## config.mk

```make
export PLATFORM = sky130hd
export DESIGN_NAME = predistort_taps_loader
export DESIGN_NICKNAME = d
export VERILOG_FILES = /design/src/rtl/predistort_taps_loader_pkg.sv /design/src/rtl/predistort_taps_loader_ram_2port.sv /design/src/rtl/predistort_taps_loader.sv
export SDC_FILE = /design/constraint.sdc
export NUM_CORES = 2
export LEC_CHECK = 0
export BUFFER_PORTS_ARGS = -buffer_cell sky130_fd_sc_hd__buf_4
export CORE_MARGIN = 4
export CORE_UTILIZATION = 30
export CTS_CLUSTER_SIZE = 40
export DETAILED_ROUTE_END_ITERATION = 6
export PLACE_DENSITY = 0.44
export SYNTH_ARGS = -nofsm -noshare
export SYNTH_HDL_FRONTEND = slang
export SYNTH_HIERARCHICAL = 1
export SYNTH_SLANG_ARGS = --single-unit
```

## constraint.sdc

```tcl
create_clock -name clk -period 8.1 [get_ports clk]
set_input_delay 0.81 -clock clk [delete_from_list [all_inputs] [get_ports clk]]
set_output_delay 0.81 -clock clk [all_outputs]
set_load 0.05 [all_outputs]
```

## src/rtl/predistort_taps_loader_pkg.sv

```systemverilog
// Shared definitions for the predistortion tap loader.
//   SR_TAP_DATA / SR_TAP_CTRL : settings-bus offsets from SR_BASE
//   CTRL_START_BIT / CTRL_CLEAR_BIT : bit positions in the control word
//   state_t : streamer FSM encoding
package predistort_taps_loader_pkg;

   localparam logic [7:0] SR_TAP_DATA = 8'd0;
   localparam logic [7:0] SR_TAP_CTRL = 8'd1;

   localparam int CTRL_START_BIT = 0;
   localparam int CTRL_CLEAR_BIT = 1;

   typedef enum logic [1:0] {
      ST_IDLE  = 2'd0,
      ST_PRIME = 2'd1,
      ST_SEND  = 2'd2
   } state_t;

endpackage

```

## src/rtl/predistort_taps_loader_ram_2port.sv

```systemverilog
// Simple dual-port tap RAM, 2^DEPTH x WIDTH.
//   wr_en/wr_addr/wr_data : write port (settings side)
//   rd_en/rd_addr/rd_data : read port (streamer side), 1-cycle latency;
//                           rd_data holds its value while rd_en is low.
// The storage array is deliberately not reset so tables survive a reset;
// only the read-data register is cleared.
module predistort_taps_loader_ram_2port
   import predistort_taps_loader_pkg::*;
#(
   parameter int WIDTH = 16,
   parameter int DEPTH = 7
) (
   input  logic             clk,
   input  logic             reset,
   input  logic             wr_en,
   input  logic [DEPTH-1:0] wr_addr,
   input  logic [WIDTH-1:0] wr_data,
   input  logic             rd_en,
   input  logic [DEPTH-1:0] rd_addr,
   output logic [WIDTH-1:0] rd_data
);

   localparam int N = 1 << DEPTH;

   logic [WIDTH-1:0] mem [N];

   always_ff @(posedge clk) begin
      if (wr_en) mem[wr_addr] <= wr_data;
   end

   always_ff @(posedge clk or negedge reset) begin
      if (!reset)     rd_data <= '0;
      else if (rd_en) rd_data <= mem[rd_addr];
   end

endmodule

```

## src/rtl/predistort_taps_loader.sv

```systemverilog
// Predistortion tap loader: taps are written one word at a time over the
// settings bus into a tap RAM, then streamed out as an AXI-stream burst of
// 2^DEPTH words on a start command.
//   set_stb/set_addr/set_data : settings bus write
//   taps_tdata/tvalid/tlast/tready : tap stream to the predistorter
//   busy    : transfer in progress
//   done    : one-cycle pulse after the final tap handshake
//   wr_drop : one-cycle pulse when a tap write arrives while busy
//
//   state    | meaning
//   ---------+--------------------------------------------------
//   ST_IDLE  | waiting for start; tap writes accepted
//   ST_PRIME | first RAM read in flight (rd_ptr = 0)
//   ST_SEND  | RAM read register drives taps_tdata, beat rd_ptr
module predistort_taps_loader
   import predistort_taps_loader_pkg::*;
#(
   parameter int WIDTH   = 16,
   parameter int DEPTH   = 7,
   parameter int SR_BASE = 0
) (
   input  logic             clk,
   input  logic             reset,
   input  logic             set_stb,
   input  logic [7:0]       set_addr,
   input  logic [31:0]      set_data,
   output logic [WIDTH-1:0] taps_tdata,
   output logic             taps_tvalid,
   output logic             taps_tlast,
   input  logic             taps_tready,
   output logic             busy,
   output logic             done,
   output logic             wr_drop
);

   localparam logic [7:0] ADDR_DATA = 8'(SR_BASE) + SR_TAP_DATA;
   localparam logic [7:0] ADDR_CTRL = 8'(SR_BASE) + SR_TAP_CTRL;

   state_t           state, state_nx;
   logic [DEPTH-1:0] wr_ptr;
   logic [DEPTH-1:0] rd_ptr;
   logic [DEPTH-1:0] rd_addr;
   logic             rd_en;
   logic [WIDTH-1:0] rd_data;
   logic             hit_data, hit_ctrl, start_req, clear_req, wr_en;
   logic             handshake, last_beat;
   logic             unused_set_data;

   assign unused_set_data = ^set_data;

   assign hit_data  = set_stb && (set_addr == ADDR_DATA);
   assign hit_ctrl  = set_stb && (set_addr == ADDR_CTRL);
   assign start_req = hit_ctrl && set_data[CTRL_START_BIT];
   assign clear_req = hit_ctrl && set_data[CTRL_CLEAR_BIT];
   assign wr_en     = hit_data && !busy;

   assign busy        = (state != ST_IDLE);
   assign taps_tvalid = (state == ST_SEND);
   assign last_beat   = (rd_ptr == {DEPTH{1'b1}});
   assign taps_tlast  = taps_tvalid && last_beat;
   assign handshake   = taps_tvalid && taps_tready;
   // The RAM read register doubles as the output register: it only
   // advances on a handshake, so stalls hold the beat without a skid.
   assign taps_tdata  = rd_data;

   always_ff @(posedge clk or negedge reset) begin
      if (!reset) state <= ST_IDLE;
      else        state <= state_nx;
   end

   always_comb begin
      state_nx = state;
      rd_en    = 1'b0;
      rd_addr  = rd_ptr;
      unique case (state)
         ST_IDLE: begin
            if (start_req) state_nx = ST_PRIME;
         end
         ST_PRIME: begin
            rd_en    = 1'b1;
            state_nx = ST_SEND;
         end
         ST_SEND: begin
            if (handshake) begin
               if (last_beat) begin
                  state_nx = ST_IDLE;
               end else begin
                  // Prefetch the next word so tready-high streams without bubbles.
                  rd_en   = 1'b1;
                  rd_addr = rd_ptr + 1'b1;
               end
            end
         end
         default: state_nx = ST_IDLE;
      endcase
   end

   always_ff @(posedge clk or negedge reset) begin
      if (!reset) begin
         rd_ptr <= '0;
      end else if (state == ST_IDLE && start_req) begin
         rd_ptr <= '0;
      end else if (state == ST_SEND && handshake && !last_beat) begin
         rd_ptr <= rd_ptr + 1'b1;
      end
   end

   // Clear and data writes live at different addresses, so never coincide;
   // clear is honoured even mid-transfer.
   always_ff @(posedge clk or negedge reset) begin
      if (!reset)         wr_ptr <= '0;
      else if (clear_req) wr_ptr <= '0;
      else if (wr_en)     wr_ptr <= wr_ptr + 1'b1;
   end

   always_ff @(posedge clk or negedge reset) begin
      if (!reset) begin
         done    <= 1'b0;
         wr_drop <= 1'b0;
      end else begin
         done    <= (state == ST_SEND) && handshake && last_beat;
         wr_drop <= hit_data && busy;
      end
   end

   predistort_taps_loader_ram_2port #(
      .WIDTH (WIDTH),
      .DEPTH (DEPTH)
   ) u_ram (
      .clk     (clk),
      .reset   (reset),
      .wr_en   (wr_en),
      .wr_addr (wr_ptr),
      .wr_data (set_data[WIDTH-1:0]),
      .rd_en   (rd_en),
      .rd_addr (rd_addr),
      .rd_data (rd_data)
   );

endmodule

```

==> impl_metrics.tcl <==
set metrics [dict create \
    layout-area-overhead-vs-synth_pct 15.30 \
    drt-total-wl_mm 243.9 \
    syn_nets 4078 \
    worstSetupEndpointType "flip-flop" \
    post_cts_resized 0 \
    worst_path_largest_cell_delay_ps 910 \
    synth_cell_type_count 83 \
    post-dp-hpwl_mm 145.6 \
    clock_buffers_created_by_tritoncts 224 \
    cts.clk_slew.worst_paths_ps 60 \
    track_usage_pct 17.10 \
    crit_fanout 62 \
    post_synth_and_or_nand_nor_area_fraction_pct 2.723 \
    floorplan.die_area_sq_um 280500 \
    post_synth_fa_ha_maj_area_fraction_pct 0.09198 \
    synth-async-reset-ratio_pct 1.633 \
    maxCapViolations 0 \
    antenna_found_initial 18 \
    worst_pin_slew_ps 1277 \
    worst_r2r_endpoint "u_ram/rd_data[6]$_DFFE_PN0P_" \
    synth_top_family_by_area "multiplexers" \
    yosys-mux-area-fraction_pct 14.70 \
    yosysMostFrequentCell "edfxtp_1" \
    arrival_ps 6270 \
    power_leakage_nw 29.96 \
    gr-total-overflow 0 \
    final.min_clock_period_ps 5493 \
    period_share_pct 67.81 \
    worst_path_cell_with_the_longest_stage_delay "o311ai_0" \
    largest_net_degree_at_the_start_of_global_routing 90 \
    reg2reg_depth 11 \
    achievable-frequency_mhz 182.1 \
    ctsHtreeMaxLevel 4 \
    layout_cells_excl_fill 8055 \
    io_pins 65 \
    power_density_nw_per_um2 348.6 \
    setup.worst_path.end "u_ram/rd_data[6]$_DFFE_PN0P_" \
    final_max_slew_viol_count 0 \
    timing_worst_setup_path_type "flip-flop to flip-flop" \
    setup_total_negative_slack_ps 0 \
    synth_cells 4028 \
    dr_total_vias 41140 \
    area_contributors_post_synth "edfxtp_1 75%, mux4_2 9.1%, mux2i_1 4.7%" \
    cts_tree "done" \
    hold_viol_final 0 \
    placementRows 191 \
    die_width_um 529.6 \
    gp_routability_congestion 0.7645 \
    grt_setup_unrepaired "no" \
    timing.critical_path.cells "ha_1 -> nand4_1 -> o21bai_2 -> mux2_8 -> buf_4 -> or2_2 -> o221ai_1 -> a21oi_1 -> o311ai_0 -> o2111ai_1 -> nand3_1" \
    synth-compound-area-share_pct 4.006 \
    clock_insertion_delay_worst_skew_ps 870 \
    clock_path_buffers 3 \
    drive_gt1_share_pct 23.09 \
    irDropWorstVdd_mv 0.2946 \
    postCtsSetupBuffers 0 \
    numPlacedInstances 7631 \
    maxSlewHeadroom_pct 14.79 \
    finalNetCount 4338 \
    worstSetupStartpointType "flip-flop" \
    synth-edff-count 2048 \
    outcome "completed" \
    drt_first_iter_violations 3948 \
    post_drt_via_cell_ratio 5.108 \
    core_region_area_sq_um 270800 \
    synth_common_cells "2048 x edfxtp_1, 386 x mux2i_1, 330 x mux4_2" \
    port_buffers 48 \
    floorplan.initialDensity_pct 30.14 \
    mean_cell_area_of_the_mapped_netlist_sq_um 20.26 \
    ant_nets 0 \
    avgRoutedWirePerCell_um 30.27 \
    drc 0 \
    cts_hold_buf 1 \
    ys_seq_area_share_pct 76.39 \
    clkSinkCount 2082 \
    drt_first_pass_iters 6 \
    fin_skew_ps 55.37 \
    synth.cell_area_sq_um 81620 \
    ys.warnings.count 6 \
    clk_root_buffer_cell "clkbuf_16" \
    grt_pass1_vias 41090 \
    synth.ff_latch_count 2082 \
    yosysTopAreaCell "edfxtp_1" \
    grt_pass1_wl_mm 338.3 \
    min-delay-path-class "primary input to flip-flop" \
    setup_viol 0 \
    worst_setup_path_startpoint "rd_ptr[0]$_DFFE_PN0P_" \
    synth.top_cell.area_share_pct 75.35 \
    critical_path.reg2reg.startpoint "rd_ptr[0]$_DFFE_PN0P_" \
    synthFlopType "edfxtp_1" \
    fp.dieH_um 529.6 \
    critPathRequiredTime_ps 8880 \
    r2r_setup_slack_ps 2610 \
    synth_xor_xnor_area_share_pct 0.02146 \
]
routing by layer:
metal	global-route usage, %	share of wire (%)	routed length [um]	up-vias
met5	0	0.014	34	-
met4	4.674	2.6	6418	6
met3	2.686	5.1	12380	289
met2	27.85	48	117000	1097
met1	23.82	44	108000	22460
li1	-	-	-	17300
stage by stage:
step                      util (%)  setup slack (ps)  hold slack [ps]  cell area, sq um  power, mW
final                        34.76              2607            250.9             94110      32.81
after global routing         34.75              2544            238.4             94080      34.09
after CTS                    34.74              2736            152.2             94080      33.29
after detailed placement     32.09              2760            530.5             86880      23.18
after global placement       32.09              2780            519.1             86880      23.20
after floorplan                  -              4553            508.8             81620      19.43
cell families after synthesis:
group                      after synthesis
and+or+nand+nor                        474
xor gates and xnor gates                 2
muxes                                  757
buffers and inverters                  246
DFF                                   2082
AOI/OAI and AO/OA                      461
adders and majority gates                6
worst max-delay path, delay by kind of cell (launching register included):
family                   cells  cell delay [ps]
AND/OR/NAND/NOR              3             1100
adder cells (fa/ha/maj)      1              220
buffers and inverters        1              390
flip-flops                   1              420
multiplexers                 1              690
AO/OA/AOI/OAI                5             2490
state kept, by name, summed over array words and instances (netlist names):
name	cells
u_ram/rd_data	16
wr_drop	1
done	1
state	2
rd_ptr	7
wr_ptr	7
u_ram/mem	2048
final cells by class:
class	count	area, sq um
Fill cell	25350	176700
Sequential cell	2082	62350
Multi-Input combinational cell	1700	17900
Tap cell	3570	4467
Clock buffer	285	5928
Antenna cell	12	30.03
Inverter	15	61.31
Clock inverter	126	1261
Timing Repair Buffer	265	2108
report_power, final:
group / switching (mW) / internal, mW
clock network: 4.26 / 5.79
logic: 6.67 / 4.07
registers: 0.127 / 11.9
cells in the final DEF (no fill, tap or decap), drive strengths merged, types with 36 or more instances in the layout:
cell type / count
nand2: 125
mux4: 346
nor3: 54
edfxtp: 2048
clkinv: 97
o22ai: 43
a21oi: 88
buf: 264
nand3: 36
o221ai: 42
mux2i: 386
clkbuf: 285
nor2: 156
a22oi: 104
how the worst min path moves through the flow:
stage | startpoint | to | slack [ps] | depth (start not counted)
after detailed placement | state[0]$_DFFE_PN0P_ | state[0]$_DFFE_PN0P_ | 530 | 1
final | taps_tready | done$_DFF_PN0_ | 250 | 3
after global routing | taps_tready | done$_DFF_PN0_ | 240 | 3
after global placement | state[0]$_DFFE_PN0P_ | state[0]$_DFFE_PN0P_ | 520 | 1
after CTS | taps_tready | done$_DFF_PN0_ | 150 | 3
after floorplan | reset | done$_DFF_PN0_ | 510 | 0
(Power assumes the default switching activity.)
